`src/rtl/hpdcache_mem_read_arb_if.sv`:
```
//==============================================================================
// Module   : hpdcache_mem_read_arb_if
// Brief    : Bundle of request, memory and response channels of the HPDcache
//            memory read arbiter.
// Revision : 1.0 - initial release
//==============================================================================
`default_nettype none

interface hpdcache_mem_read_arb_if #(
  parameter int unsigned NumChannels    = 3,
  parameter int unsigned AddrWidth      = 56,
  parameter int unsigned IdWidth        = 6,
  parameter int unsigned DataWidth      = 512,
  parameter int unsigned MaxOutstanding = 4
);
  localparam int unsigned c_ch_w  = (NumChannels > 1) ? $clog2(NumChannels) : 1;
  localparam int unsigned c_cnt_w = $clog2(MaxOutstanding + 1);

  // Requester side
  logic [NumChannels-1:0]                req_valid_i;
  logic [NumChannels-1:0]                req_ready_o;
  logic [NumChannels-1:0][AddrWidth-1:0] req_addr_i;
  logic [NumChannels-1:0][7:0]           req_len_i;
  logic [NumChannels-1:0][2:0]           req_size_i;
  logic [NumChannels-1:0][IdWidth-1:0]   req_id_i;
  logic [NumChannels-1:0]                req_cacheable_i;

  // Memory request side
  logic                      mem_req_valid_o;
  logic                      mem_req_ready_i;
  logic [AddrWidth-1:0]      mem_req_addr_o;
  logic [7:0]                mem_req_len_o;
  logic [2:0]                mem_req_size_o;
  logic                      mem_req_cacheable_o;
  logic [IdWidth+c_ch_w-1:0] mem_req_id_o;

  // Memory response side
  logic                      mem_resp_valid_i;
  logic                      mem_resp_ready_o;
  logic [IdWidth+c_ch_w-1:0] mem_resp_id_i;
  logic [DataWidth-1:0]      mem_resp_data_i;
  logic                      mem_resp_error_i;
  logic                      mem_resp_last_i;

  // Per-channel response side
  logic [NumChannels-1:0]              resp_valid_o;
  logic [NumChannels-1:0]              resp_ready_i;
  logic [IdWidth-1:0]                  resp_id_o;
  logic [DataWidth-1:0]                resp_data_o;
  logic                                resp_error_o;
  logic                                resp_last_o;

  logic [NumChannels-1:0][c_cnt_w-1:0] outstanding_o;
  logic                                resp_route_err_o;

  modport slave (
    input  req_valid_i, req_addr_i, req_len_i, req_size_i, req_id_i, req_cacheable_i,
    output req_ready_o,
    output mem_req_valid_o, mem_req_addr_o, mem_req_len_o, mem_req_size_o,
           mem_req_cacheable_o, mem_req_id_o,
    input  mem_req_ready_i,
    input  mem_resp_valid_i, mem_resp_id_i, mem_resp_data_i, mem_resp_error_i, mem_resp_last_i,
    output mem_resp_ready_o,
    output resp_valid_o, resp_id_o, resp_data_o, resp_error_o, resp_last_o,
    input  resp_ready_i,
    output outstanding_o, resp_route_err_o
  );

  modport master (
    output req_valid_i, req_addr_i, req_len_i, req_size_i, req_id_i, req_cacheable_i,
    input  req_ready_o,
    input  mem_req_valid_o, mem_req_addr_o, mem_req_len_o, mem_req_size_o,
           mem_req_cacheable_o, mem_req_id_o,
    output mem_req_ready_i,
    output mem_resp_valid_i, mem_resp_id_i, mem_resp_data_i, mem_resp_error_i, mem_resp_last_i,
    input  mem_resp_ready_o,
    input  resp_valid_o, resp_id_o, resp_data_o, resp_error_o, resp_last_o,
    output resp_ready_i,
    input  outstanding_o, resp_route_err_o
  );
endinterface

`default_nettype wire

```
`src/rtl/hpdcache_mem_read_arb.sv`:
```
//==============================================================================
// Module   : hpdcache_mem_read_arb
// Brief    : Round-robin N-channel memory read arbiter with per-channel
//            outstanding throttling and ID-tag based response routing.
// Revision : 1.0 - initial release
//==============================================================================
`default_nettype none

module hpdcache_mem_read_arb #(
  parameter int unsigned NumChannels    = 3,
  parameter int unsigned AddrWidth      = 56,
  parameter int unsigned IdWidth        = 6,
  parameter int unsigned DataWidth      = 512,
  parameter int unsigned MaxOutstanding = 4
) (
  input  logic                     clk_i,
  input  logic                     rst_ni,
  hpdcache_mem_read_arb_if.slave   bus
);
  localparam int unsigned c_ch_w  = (NumChannels > 1) ? $clog2(NumChannels) : 1;
  localparam int unsigned c_cnt_w = $clog2(MaxOutstanding + 1);
  localparam logic [c_cnt_w-1:0] c_max_cnt = c_cnt_w'(MaxOutstanding);
  localparam logic [c_ch_w:0]    c_num_ch  = (c_ch_w + 1)'(NumChannels);

  logic [NumChannels-1:0]              w_elig;
  logic [NumChannels-1:0]              w_inc;
  logic [NumChannels-1:0]              w_dec;
  logic [NumChannels-1:0]              w_req_ready;
  logic [NumChannels-1:0]              w_resp_valid;
  logic                                w_found;
  logic                                w_gnt;
  logic [c_ch_w-1:0]                   w_gnt_idx;
  logic [c_ch_w-1:0]                   w_tag;
  logic                                w_tag_ok;
  logic                                w_sel_ready;
  logic                                w_resp_ready;

  logic                                r_mem_valid;
  logic [AddrWidth-1:0]                r_mem_addr;
  logic [7:0]                          r_mem_len;
  logic [2:0]                          r_mem_size;
  logic                                r_mem_cacheable;
  logic [IdWidth+c_ch_w-1:0]           r_mem_id;
  logic [c_ch_w-1:0]                   r_rr;
  logic [NumChannels-1:0][c_cnt_w-1:0] r_cnt;
  logic                                r_route_err;

  // Two passes give round-robin order starting just after the last grant.
  always_comb begin
    w_found   = 1'b0;
    w_gnt_idx = '0;
    for (int j = 0; j < NumChannels; j++) begin
      if (!w_found && w_elig[j] && (c_ch_w'(j) > r_rr)) begin
        w_found   = 1'b1;
        w_gnt_idx = c_ch_w'(j);
      end
    end
    for (int j = 0; j < NumChannels; j++) begin
      if (!w_found && w_elig[j] && (c_ch_w'(j) <= r_rr)) begin
        w_found   = 1'b1;
        w_gnt_idx = c_ch_w'(j);
      end
    end
  end

  assign w_gnt = w_found && (!r_mem_valid || bus.mem_req_ready_i);

  always_comb begin
    w_req_ready = '0;
    for (int j = 0; j < NumChannels; j++) begin
      w_req_ready[j] = w_gnt && (w_gnt_idx == c_ch_w'(j));
    end
  end

  // Response demux: unknown tags are sunk so the memory side never stalls.
  assign w_tag    = bus.mem_resp_id_i[IdWidth +: c_ch_w];
  assign w_tag_ok = ({1'b0, w_tag} < c_num_ch);

  always_comb begin
    w_resp_valid = '0;
    w_sel_ready  = 1'b0;
    for (int j = 0; j < NumChannels; j++) begin
      if (w_tag == c_ch_w'(j)) begin
        w_resp_valid[j] = bus.mem_resp_valid_i;
        w_sel_ready     = bus.resp_ready_i[j];
      end
    end
  end

  assign w_resp_ready = w_tag_ok ? w_sel_ready : 1'b1;

  always_ff @(posedge clk_i or negedge rst_ni) begin
    if (!rst_ni) begin
      r_mem_valid     <= 1'b0;
      r_mem_addr      <= '0;
      r_mem_len       <= '0;
      r_mem_size      <= '0;
      r_mem_cacheable <= 1'b0;
      r_mem_id        <= '0;
      r_rr            <= c_ch_w'(NumChannels - 1);
      r_route_err     <= 1'b0;
    end else begin
      r_route_err <= bus.mem_resp_valid_i && !w_tag_ok;
      if (w_gnt) begin
        r_mem_valid     <= 1'b1;
        r_mem_addr      <= bus.req_addr_i[w_gnt_idx];
        r_mem_len       <= bus.req_len_i[w_gnt_idx];
        r_mem_size      <= bus.req_size_i[w_gnt_idx];
        r_mem_cacheable <= bus.req_cacheable_i[w_gnt_idx];
        r_mem_id        <= {w_gnt_idx, bus.req_id_i[w_gnt_idx]};
        r_rr            <= w_gnt_idx;
      end else if (bus.mem_req_ready_i) begin
        r_mem_valid <= 1'b0;
      end
    end
  end

  for (genvar i = 0; i < NumChannels; i++) begin : g_chan
    assign w_elig[i] = bus.req_valid_i[i] && (r_cnt[i] < c_max_cnt);
    assign w_inc[i]  = w_gnt && (w_gnt_idx == c_ch_w'(i));
    assign w_dec[i]  = bus.mem_resp_valid_i && w_resp_ready && bus.mem_resp_last_i &&
                       w_tag_ok && (w_tag == c_ch_w'(i));

    always_ff @(posedge clk_i or negedge rst_ni) begin
      if (!rst_ni) begin
        r_cnt[i] <= '0;
      end else if (w_inc[i] && !w_dec[i]) begin
        r_cnt[i] <= r_cnt[i] + 1'b1;
      end else if (w_dec[i] && !w_inc[i] && (r_cnt[i] != '0)) begin
        r_cnt[i] <= r_cnt[i] - 1'b1;
      end
    end

`ifndef SYNTHESIS
    a_no_underflow : assert property (@(posedge clk_i) disable iff (!rst_ni)
      !(w_dec[i] && !w_inc[i] && (r_cnt[i] == '0)));
`endif
  end

  assign bus.req_ready_o         = w_req_ready;
  assign bus.mem_req_valid_o     = r_mem_valid;
  assign bus.mem_req_addr_o      = r_mem_addr;
  assign bus.mem_req_len_o       = r_mem_len;
  assign bus.mem_req_size_o      = r_mem_size;
  assign bus.mem_req_cacheable_o = r_mem_cacheable;
  assign bus.mem_req_id_o        = r_mem_id;
  assign bus.mem_resp_ready_o    = w_resp_ready;
  assign bus.resp_valid_o        = w_resp_valid;
  assign bus.resp_id_o           = bus.mem_resp_id_i[IdWidth-1:0];
  assign bus.resp_data_o         = bus.mem_resp_data_i;
  assign bus.resp_error_o        = bus.mem_resp_error_i;
  assign bus.resp_last_o         = bus.mem_resp_last_i;
  assign bus.outstanding_o       = r_cnt;
  assign bus.resp_route_err_o    = r_route_err;

endmodule

`default_nettype wire

```
`src/flat_wrapper.sv`:
```
// flat-port wrapper written by rule: the top's interface ports become plain ports
module hpdcache_mem_read_arb_flat 
#(
  parameter int unsigned NumChannels    = 3,
  parameter int unsigned AddrWidth      = 56,
  parameter int unsigned IdWidth        = 6,
  parameter int unsigned DataWidth      = 512,
  parameter int unsigned MaxOutstanding = 4
)
  (clk_i, rst_ni, bus_req_valid_i, bus_req_addr_i, bus_req_len_i, bus_req_size_i, bus_req_id_i, bus_req_cacheable_i, bus_req_ready_o, bus_mem_req_valid_o, bus_mem_req_addr_o, bus_mem_req_len_o, bus_mem_req_size_o, bus_mem_req_cacheable_o, bus_mem_req_id_o, bus_mem_req_ready_i, bus_mem_resp_valid_i, bus_mem_resp_id_i, bus_mem_resp_data_i, bus_mem_resp_error_i, bus_mem_resp_last_i, bus_mem_resp_ready_o, bus_resp_valid_o, bus_resp_id_o, bus_resp_data_o, bus_resp_error_o, bus_resp_last_o, bus_resp_ready_i, bus_outstanding_o, bus_resp_route_err_o);
  hpdcache_mem_read_arb_if #(.NumChannels(NumChannels), .AddrWidth(AddrWidth), .IdWidth(IdWidth), .DataWidth(DataWidth), .MaxOutstanding(MaxOutstanding)) bus_i ();
  input  logic clk_i;
  input  logic rst_ni;
  input wire logic [$bits(bus_i.req_valid_i)-1:0] bus_req_valid_i;
  input wire logic [$bits(bus_i.req_addr_i)-1:0] bus_req_addr_i;
  input wire logic [$bits(bus_i.req_len_i)-1:0] bus_req_len_i;
  input wire logic [$bits(bus_i.req_size_i)-1:0] bus_req_size_i;
  input wire logic [$bits(bus_i.req_id_i)-1:0] bus_req_id_i;
  input wire logic [$bits(bus_i.req_cacheable_i)-1:0] bus_req_cacheable_i;
  output wire logic [$bits(bus_i.req_ready_o)-1:0] bus_req_ready_o;
  output wire logic [$bits(bus_i.mem_req_valid_o)-1:0] bus_mem_req_valid_o;
  output wire logic [$bits(bus_i.mem_req_addr_o)-1:0] bus_mem_req_addr_o;
  output wire logic [$bits(bus_i.mem_req_len_o)-1:0] bus_mem_req_len_o;
  output wire logic [$bits(bus_i.mem_req_size_o)-1:0] bus_mem_req_size_o;
  output wire logic [$bits(bus_i.mem_req_cacheable_o)-1:0] bus_mem_req_cacheable_o;
  output wire logic [$bits(bus_i.mem_req_id_o)-1:0] bus_mem_req_id_o;
  input wire logic [$bits(bus_i.mem_req_ready_i)-1:0] bus_mem_req_ready_i;
  input wire logic [$bits(bus_i.mem_resp_valid_i)-1:0] bus_mem_resp_valid_i;
  input wire logic [$bits(bus_i.mem_resp_id_i)-1:0] bus_mem_resp_id_i;
  input wire logic [$bits(bus_i.mem_resp_data_i)-1:0] bus_mem_resp_data_i;
  input wire logic [$bits(bus_i.mem_resp_error_i)-1:0] bus_mem_resp_error_i;
  input wire logic [$bits(bus_i.mem_resp_last_i)-1:0] bus_mem_resp_last_i;
  output wire logic [$bits(bus_i.mem_resp_ready_o)-1:0] bus_mem_resp_ready_o;
  output wire logic [$bits(bus_i.resp_valid_o)-1:0] bus_resp_valid_o;
  output wire logic [$bits(bus_i.resp_id_o)-1:0] bus_resp_id_o;
  output wire logic [$bits(bus_i.resp_data_o)-1:0] bus_resp_data_o;
  output wire logic [$bits(bus_i.resp_error_o)-1:0] bus_resp_error_o;
  output wire logic [$bits(bus_i.resp_last_o)-1:0] bus_resp_last_o;
  input wire logic [$bits(bus_i.resp_ready_i)-1:0] bus_resp_ready_i;
  output wire logic [$bits(bus_i.outstanding_o)-1:0] bus_outstanding_o;
  output wire logic [$bits(bus_i.resp_route_err_o)-1:0] bus_resp_route_err_o;
  assign bus_i.req_valid_i = bus_req_valid_i;
  assign bus_i.req_addr_i = bus_req_addr_i;
  assign bus_i.req_len_i = bus_req_len_i;
  assign bus_i.req_size_i = bus_req_size_i;
  assign bus_i.req_id_i = bus_req_id_i;
  assign bus_i.req_cacheable_i = bus_req_cacheable_i;
  assign bus_req_ready_o = bus_i.req_ready_o;
  assign bus_mem_req_valid_o = bus_i.mem_req_valid_o;
  assign bus_mem_req_addr_o = bus_i.mem_req_addr_o;
  assign bus_mem_req_len_o = bus_i.mem_req_len_o;
  assign bus_mem_req_size_o = bus_i.mem_req_size_o;
  assign bus_mem_req_cacheable_o = bus_i.mem_req_cacheable_o;
  assign bus_mem_req_id_o = bus_i.mem_req_id_o;
  assign bus_i.mem_req_ready_i = bus_mem_req_ready_i;
  assign bus_i.mem_resp_valid_i = bus_mem_resp_valid_i;
  assign bus_i.mem_resp_id_i = bus_mem_resp_id_i;
  assign bus_i.mem_resp_data_i = bus_mem_resp_data_i;
  assign bus_i.mem_resp_error_i = bus_mem_resp_error_i;
  assign bus_i.mem_resp_last_i = bus_mem_resp_last_i;
  assign bus_mem_resp_ready_o = bus_i.mem_resp_ready_o;
  assign bus_resp_valid_o = bus_i.resp_valid_o;
  assign bus_resp_id_o = bus_i.resp_id_o;
  assign bus_resp_data_o = bus_i.resp_data_o;
  assign bus_resp_error_o = bus_i.resp_error_o;
  assign bus_resp_last_o = bus_i.resp_last_o;
  assign bus_i.resp_ready_i = bus_resp_ready_i;
  assign bus_outstanding_o = bus_i.outstanding_o;
  assign bus_resp_route_err_o = bus_i.resp_route_err_o;
  hpdcache_mem_read_arb #(.NumChannels(NumChannels), .AddrWidth(AddrWidth), .IdWidth(IdWidth), .DataWidth(DataWidth), .MaxOutstanding(MaxOutstanding)) u_core (.clk_i(clk_i), .rst_ni(rst_ni), .bus(bus_i));
endmodule
```
`config.mk`:
```
export PLATFORM = sky130hd
export DESIGN_NAME = hpdcache_mem_read_arb_flat
export DESIGN_NICKNAME = d
export VERILOG_FILES = /design/src/rtl/hpdcache_mem_read_arb_if.sv /design/src/rtl/hpdcache_mem_read_arb.sv /design/src/flat_wrapper.sv
export SDC_FILE = /design/constraint.sdc
export NUM_CORES = 1
export LEC_CHECK = 0
export CELL_PAD_IN_SITES_DETAIL_PLACEMENT = 0
export CELL_PAD_IN_SITES_GLOBAL_PLACEMENT = 1
export CORE_AREA = 2 2 533 535
export DETAILED_ROUTE_END_ITERATION = 10
export DIE_AREA = 0 0 535 537
export PLACE_DENSITY_LB_ADDON = 0.1
export SLEW_MARGIN = 5
export SYNTH_ARGS = -nofsm -noshare
export SYNTH_HDL_FRONTEND = slang
export SYNTH_SLANG_ARGS = --single-unit
```
`constraint.sdc`:
```
create_clock -name clk_i -period 3.1 [get_ports clk_i]
set_input_delay 0.62 -clock clk_i [delete_from_list [all_inputs] [get_ports clk_i]]
set_output_delay 0.62 -clock clk_i [all_outputs]
set_load 0.1 [all_outputs]
```
[Word level (Yosys, flattened, before mapping)]
Cells that the tools add are included.
Storage, ports and cells
  logic and storage cells: 125
  RAM bits: 0
  flip-flop bits (word level): 89
  input bits: 754
  memory bits (read-only): 0
  memories kept: 0
  latch bits: 0
Cells by class
  multiplexer cells: 36
  equal/unequal tests: 4
  reductions and logical operators: 57
  $add $sub $neg: 6
  shifts and indexed selects: 0
  magnitude comparators: 11
  divide/modulo/power cells: 0
  multipliers: 0
  bitwise logic cells: 0
Operator list (number)
  56-bit binary-select mux with 2-bit select: 1
  56-bit 2-to-1 mux: 1
  1-bit logical AND: 34
  3-bit 2-to-1 mux: 7
  1-bit 2-to-1 mux: 17
  8-bit binary-select mux with 2-bit select: 1
  1-bit logical NOT: 13
  6-bit binary-select mux with 2-bit select: 1
  3-bit by 1-bit adder with 3-bit output, second input constant: 3
  3-bit < comparator, second input constant: 3
  3-bit nonzero test: 3
  3-bit by 1-bit subtractor with 3-bit output, second input constant: 3
  2-bit 2-to-1 mux: 4
  8-bit 2-to-1 mux: 1
  2-bit nonzero test: 4
  3-bit binary-select mux with 2-bit select: 1
  6-bit 2-to-1 mux: 1
  2-bit by 1-bit equality test with 1-bit output, second input constant: 2
  2-bit equality test, second input constant: 2
  1-bit by 2-bit > comparator with 1-bit output, first input constant: 2
  1-bit by 2-bit <= comparator with 1-bit output, first input constant: 2
  2-bit logical NOT: 2
  2-bit by 3-bit < comparator with 1-bit output, second input constant: 1
  1-bit binary-select mux with 2-bit select: 1
  other kinds (4): 4

[Logic depth before layout (Yosys ltp)]
  depth after elaboration: 31
  depth in mapped cells: 9
  depth with buffers taken out: 8

[Worst setup path before layout]
OpenSTA, ideal clock, no wires.
  path type: input -> register
  start: in bus_mem_resp_id_i[6]
  end: reg u_core.r_cnt (netlist bit u_core.bus.outstanding_o[1])
  data arrival time: 4536 ps
  required time: 2971 ps
  setup slack: -1566 ps
  library setup time: 129 ps
  cell stages on the path: 7
  cells stage by stage: nor3b_1 nand3_2 nand2_1 fa_1 mux2_1 a22oi_1 o21ai_1
On the way
  longest elaborated chain between the ends: 12
  elaborated cells between the ends (all ways): 18
Ends and longest elaborated chain
  start, declared: line flat_wrapper.sv:29  | input wire logic [$bits(bus_i.mem_resp_id_i)-1:0] bus_mem_resp_id_i;
  2-bit logical NOT: line hpdcache_mem_read_arb.sv:83, hpdcache_mem_read_arb.sv:122
  1-bit 2-to-1 mux (3 in a row): line hpdcache_mem_read_arb.sv:83  | if (w_tag == c_ch_w'(j)) begin
  1-bit 2-to-1 mux: line hpdcache_mem_read_arb.sv:90  | assign w_resp_ready = w_tag_ok ? w_sel_ready : 1'b1;
  1-bit logical AND (3 in a row): line hpdcache_mem_read_arb.sv:121  | assign w_dec[i] = bus.mem_resp_valid_i && w_resp_ready && bus.mem_resp_last_i &&
  1-bit logical AND *: line hpdcache_mem_read_arb.sv:122  | w_tag_ok && (w_tag == c_ch_w'(i));
  1-bit logical NOT or 1-bit logical AND (tied branches): line hpdcache_mem_read_arb.sv:127, hpdcache_mem_read_arb.sv:129
  1-bit logical AND (on tied branches): line hpdcache_mem_read_arb.sv:127, hpdcache_mem_read_arb.sv:129
  3-bit 2-to-1 mux or 2-bit nonzero test (tied branches)
  end signal, assigned by index: line hpdcache_mem_read_arb.sv:128  | r_cnt[i] <= r_cnt[i] + 1'b1;
  end signal, assigned by index: line hpdcache_mem_read_arb.sv:130  | r_cnt[i] <= r_cnt[i] - 1'b1;
  end, declared: line hpdcache_mem_read_arb.sv:45  | logic [NumChannels-1:0][c_cnt_w-1:0] r_cnt;
Every way passes the cells marked *; elsewhere a longest branch is shown, timed or not.
A chain may end at the register's enable or synchronous reset.

[Final worst setup path]
  start: in bus_req_valid_i[0]
  end: out bus_req_ready_o[2]
On the way
  longest elaborated chain between the ends: 25
  elaborated cells between the ends (all ways): 31
Ends and longest elaborated chain
  start, declared: line flat_wrapper.sv:14  | input wire logic [$bits(bus_i.req_valid_i)-1:0] bus_req_valid_i;
  1-bit logical AND *: line hpdcache_mem_read_arb.sv:119  | assign w_elig[i] = bus.req_valid_i[i] && (r_cnt[i] < c_max_cnt);
  1-bit logical AND: line hpdcache_mem_read_arb.sv:53  | if (!w_found && w_elig[j] && (c_ch_w'(j) > r_rr)) begin
  1-bit 2-to-1 mux: line hpdcache_mem_read_arb.sv:53
  1-bit logical NOT: line hpdcache_mem_read_arb.sv:53
  1-bit logical AND (2 in a row): line hpdcache_mem_read_arb.sv:53
  1-bit 2-to-1 mux: line hpdcache_mem_read_arb.sv:53
  1-bit logical NOT: line hpdcache_mem_read_arb.sv:53
  1-bit logical AND (2 in a row): line hpdcache_mem_read_arb.sv:53
  [... 5 more ...]
  1-bit logical NOT: line hpdcache_mem_read_arb.sv:59  | if (!w_found && w_elig[j] && (c_ch_w'(j) <= r_rr)) begin
  1-bit logical AND (2 in a row): line hpdcache_mem_read_arb.sv:59
  1-bit 2-to-1 mux: line hpdcache_mem_read_arb.sv:59
  1-bit logical NOT: line hpdcache_mem_read_arb.sv:59
  1-bit logical AND (2 in a row): line hpdcache_mem_read_arb.sv:59
  2-bit 2-to-1 mux or 1-bit 2-to-1 mux (tied branches): line hpdcache_mem_read_arb.sv:59
  2-bit equality test or 1-bit logical AND (tied branches): line hpdcache_mem_read_arb.sv:71, hpdcache_mem_read_arb.sv:66
  1-bit logical AND *: line hpdcache_mem_read_arb.sv:71  | w_req_ready[j] = w_gnt && (w_gnt_idx == c_ch_w'(j));
  end, declared: line flat_wrapper.sv:20  | output wire logic [$bits(bus_i.req_ready_o)-1:0] bus_req_ready_o;
Marked as above.

==> results <==
-- registers in the layout, indices dropped and copies added, names as in the netlist --
register                        count
u_core.bus.resp_route_err_o         1
u_core.bus.outstanding_o            9
u_core.bus.mem_req_valid_o          1
u_core.r_rr                         2
u_core.bus.mem_req_id_o             7
u_core.bus.mem_req_len_o            8
u_core.bus.mem_req_addr_o          56
u_core.bus.mem_req_size_o           3
u_core.bus.mem_req_cacheable_o      1
-- worst reg2reg max path: stages, from the launching register on --
cell and delay [ns]:
dfrtp_1 0.50, nor2b_2 0.25, nor4b_4 0.36, nand2_1 0.12
fa_1 0.49, mux2_1 0.31, a22oi_1 0.18, o21ai_1 0.10
-- placed cells by master (no fill, tap or decap), types with 2 or more instances in the layout --
cell type        instances
a211oi_1                 2
a21o_1                   3
a21oi_1                 45
a222oi_1                74
a22oi_1                  2
and3_1                   2
and3b_1                  2
buf_12                  20
buf_4                  118
clkbuf_16               13
clkdlybuf4s50_1        233
clkinv_2                 2
dfrtp_1                 85
dfrtp_2                  2
diode_2                  9
fa_1                     3
mux2_1                   2
mux2i_1                  2
nand2_1                 69
nand2b_1                 4
nand3_1                  4
nor2_1                  49
nor2_4                   4
nor2b_1                  2
nor2b_2                  2
nor3_1                   3
nor3b_2                  2
o21ai_0                  5
o21ai_1                  2
o311ai_0                 3
xnor2_1                  2
-- per-layer routing --
| layer | vias to the layer above | track usage, % | wire length [um] |
|---|---|---|---|
| met4 | 4 | 6.01 | 9280 |
| li1 | 2403 | - | - |
| met5 | - | 0 | 27 |
| met3 | 343 | 2.35 | 8300 |
| met1 | 2750 | 2.80 | 14900 |
| met2 | 572 | 7.29 | 31400 |
-- logic make-up (layout without fill, tap and decap cells) --
group | Yosys count | after routing
buffers and inverters | 558 | 390
adders and majority gates | 3 | 3
DFF | 88 | 88
AOI/OAI and AO/OA | 145 | 145
xor gates and xnor gates | 3 | 3
other | 0 | 9
muxes | 5 | 5
and+or+nand+nor | 151 | 151
-- worst max path at each step --
stage / start / to / slack, ns
after floorplan: bus_mem_resp_id_i[6] / u_core.bus.outstanding_o[1]$_DFFE_PN0P_ / -0.36
after global placement: bus_req_valid_i[0] / u_core.bus.outstanding_o[1]$_DFFE_PN0P_ / -0.14
after detailed placement: bus_req_valid_i[0] / u_core.bus.outstanding_o[1]$_DFFE_PN0P_ / -0.02
after CTS: u_core.bus.outstanding_o[2]$_DFFE_PN0P_ / bus_req_ready_o[2] / 0.12
after global routing: u_core.bus.outstanding_o[2]$_DFFE_PN0P_ / bus_req_ready_o[2] / 0.09
final: bus_req_valid_i[0] / bus_req_ready_o[2] / 0.20
-- final cells by class --
type                    instances  area (um^2)
well taps                    3743         4680
clock buffers                  14          339
clock inverters                 2         10.0
fillers                     33300       268000
flip-flops and latches         88         2210
multi-input cells             307         2040
diodes                          9         22.5
inverters                       1         3.75
repair buffers                373         3630
-- per-stage QoR --
step           power, mW  util (%)  cell area (um^2)  std cells  setup TNS [ns]
4_1_cts             11.8      4.59             12900       4528               0
5_1_grt             12.0      4.59             12900       4531               0
2_1_floorplan       10.4         -              8320        953          -0.357
3_5_place_dp        10.1      4.47             12600       4512         -0.0153
6_report            11.4      4.60             12900       4537               0
3_3_place_gp        10.1      4.47             12600       4512          -0.143
-- power by group --
part | leakage, nW | switching (mW) | internal, mW
Sequential | 1.03 | 0.480 | 1.70
Combinational | 2.42 | 5.87 | 1.77
Clock | 0.175 | 0.770 | 0.780
Total | 3.62 | 7.12 | 4.26
==> results.json <==
{
  "wl_um": 63900,
  "maxSlewViolCount": 0,
  "cts_setup_buffers": 0,
  "cts_buffers": 13,
  "grtUsageTotal_pct": 4.28,
  "syn_area_um2": 8300,
  "cts_tree": "yes",
  "die_w_um": 535,
  "cp.required_ns": 2.48,
  "worstSetupPathType": "input port to primary output",
  "critPathMaxFanout": 18,
  "synth_top_cell_area_share_pct": 47.2,
  "area_growth_pct": 55.8,
  "drt_first_pass_iters": 8,
  "io_pins": 1368,
  "synth_fa_ha_area_share_pct": 0.723,
  "grt_max_degree": 49,
  "synthTopCellsByCount": "522 x buf_4, 87 x dfrtp_1, 74 x a222oi_1",
  "crit_family": "buffers and inverters",
  "power_density_nw_per_um2": 880,
  "cp-end-kind": "primary output",
  "h-tree-depth": 3,
  "ctsResizeCount": 0,
  "rows": 195,
  "grt_pass1_vias": 6942,
  "grt-ovfl-total": 0,
  "synth-edff-count": 0,
  "die-area_um2": 287000,
  "clock-sinks": 88,
  "clkLatencyLatePin_ns": 0.53,
  "outcome": "finished, final reports clean",
  "ys_ff_latch": 88,
  "synth_sequential_area_ratio_pct": 26.5,
  "start_util_pct": 2.95,
  "synthMuxAreaShare_pct": 0.633,
  "rr_startpoint": "u_core.bus.outstanding_o[2]$_DFFE_PN0P_",
  "layout-drive-gt1-share_pct": 22.4,
  "r2r_end": "u_core.bus.outstanding_o[1]$_DFFE_PN0P_",
  "cts_buffer_depth": 3,
  "synthDistinctLibCells": 48,
  "crit_slowest_cell": "clkdlybuf4s50_1",
  "hold_path_class": "input port to asynchronous set/reset pin",
  "grt_pass1_wl_um": 77800,
  "port_buffers": 329,
  "ctsHoldBuffers": 0,
  "relSlewSlack_pct": 43.7,
  "period_share_pct": 93.4,
  "slowest_delay_ns": 0.42,
  "hpwlAfterDp_um": 51100,
  "place.gp.congestion": 0.676,
  "ys_warn_count": 0,
  "synthTopCellsByArea": "buf_4 47%, dfrtp_1 26%, a222oi_1 8.9%",
  "timing.reg2reg.setup_slack_ns": 0.67,
  "via_count": 6072,
  "hold_viol": 0,
  "wl_per_cell_um": 14.1,
  "synth-xor-area-share_pct": 0.316,
  "synth_top_family_by_area": "buffers and inverters",
  "finalNetCount": 1541,
  "cts_root_buf": "clkbuf_16",
  "drc": 0,
  "timing.fmax_mhz": 345,
  "setup_violations": 0,
  "cpMostUsedCell": "buf_12",
  "whs_ns": 0.111,
  "cp-start-kind": "input port",
  "ir_drop_uv": 471,
  "cp.buffers_inverters": 3,
  "yosys.area.top_type": "buf_4",
  "initialDrtViolationCount": 395,
  "syn_avg_cell_area_um2": 8.71,
  "drtAntennaViolNets": 0,
  "pre_cts_ws_ns": -0.0153,
  "synth-main-ff-cell": "dfrtp_1",
  "synth_compound_area_share_pct": 13.9,
  "fin_ws_ns": 0.204,
  "postSynth.asyncResetShare_pct": 100,
  "die-height_um": 537,
  "grt_setup_unrepaired": "no",
  "max_slew.worst_pin.slew_ns": 0.844,
  "finClkSkew_ns": 0.0231,
  "p_leak_nw": 3.62,
  "crit_cells": 6,
  "maxCapViolCount": 0,
  "via_per_inst": 1.34,
  "synthCells": 953,
  "antenna_found_initial": 11,
  "period_needed_ns": 2.90,
  "synth_fp_nets": 1710,
  "yosysMostFrequentCell": "buf_4",
  "rr_worst_depth": 7,
  "cp.arrival_ns": 2.28,
  "clk_pin_slew_worst_paths_ns": 0.09,
  "core_area_um2": 281000,
  "path_cells": "clkdlybuf4s50_1, nor2b_2, a22o_1, nor3_4, buf_12, buf_12",
  "synth-simple-area-share_pct": 8.39
}
(Power assumes the default switching activity.)
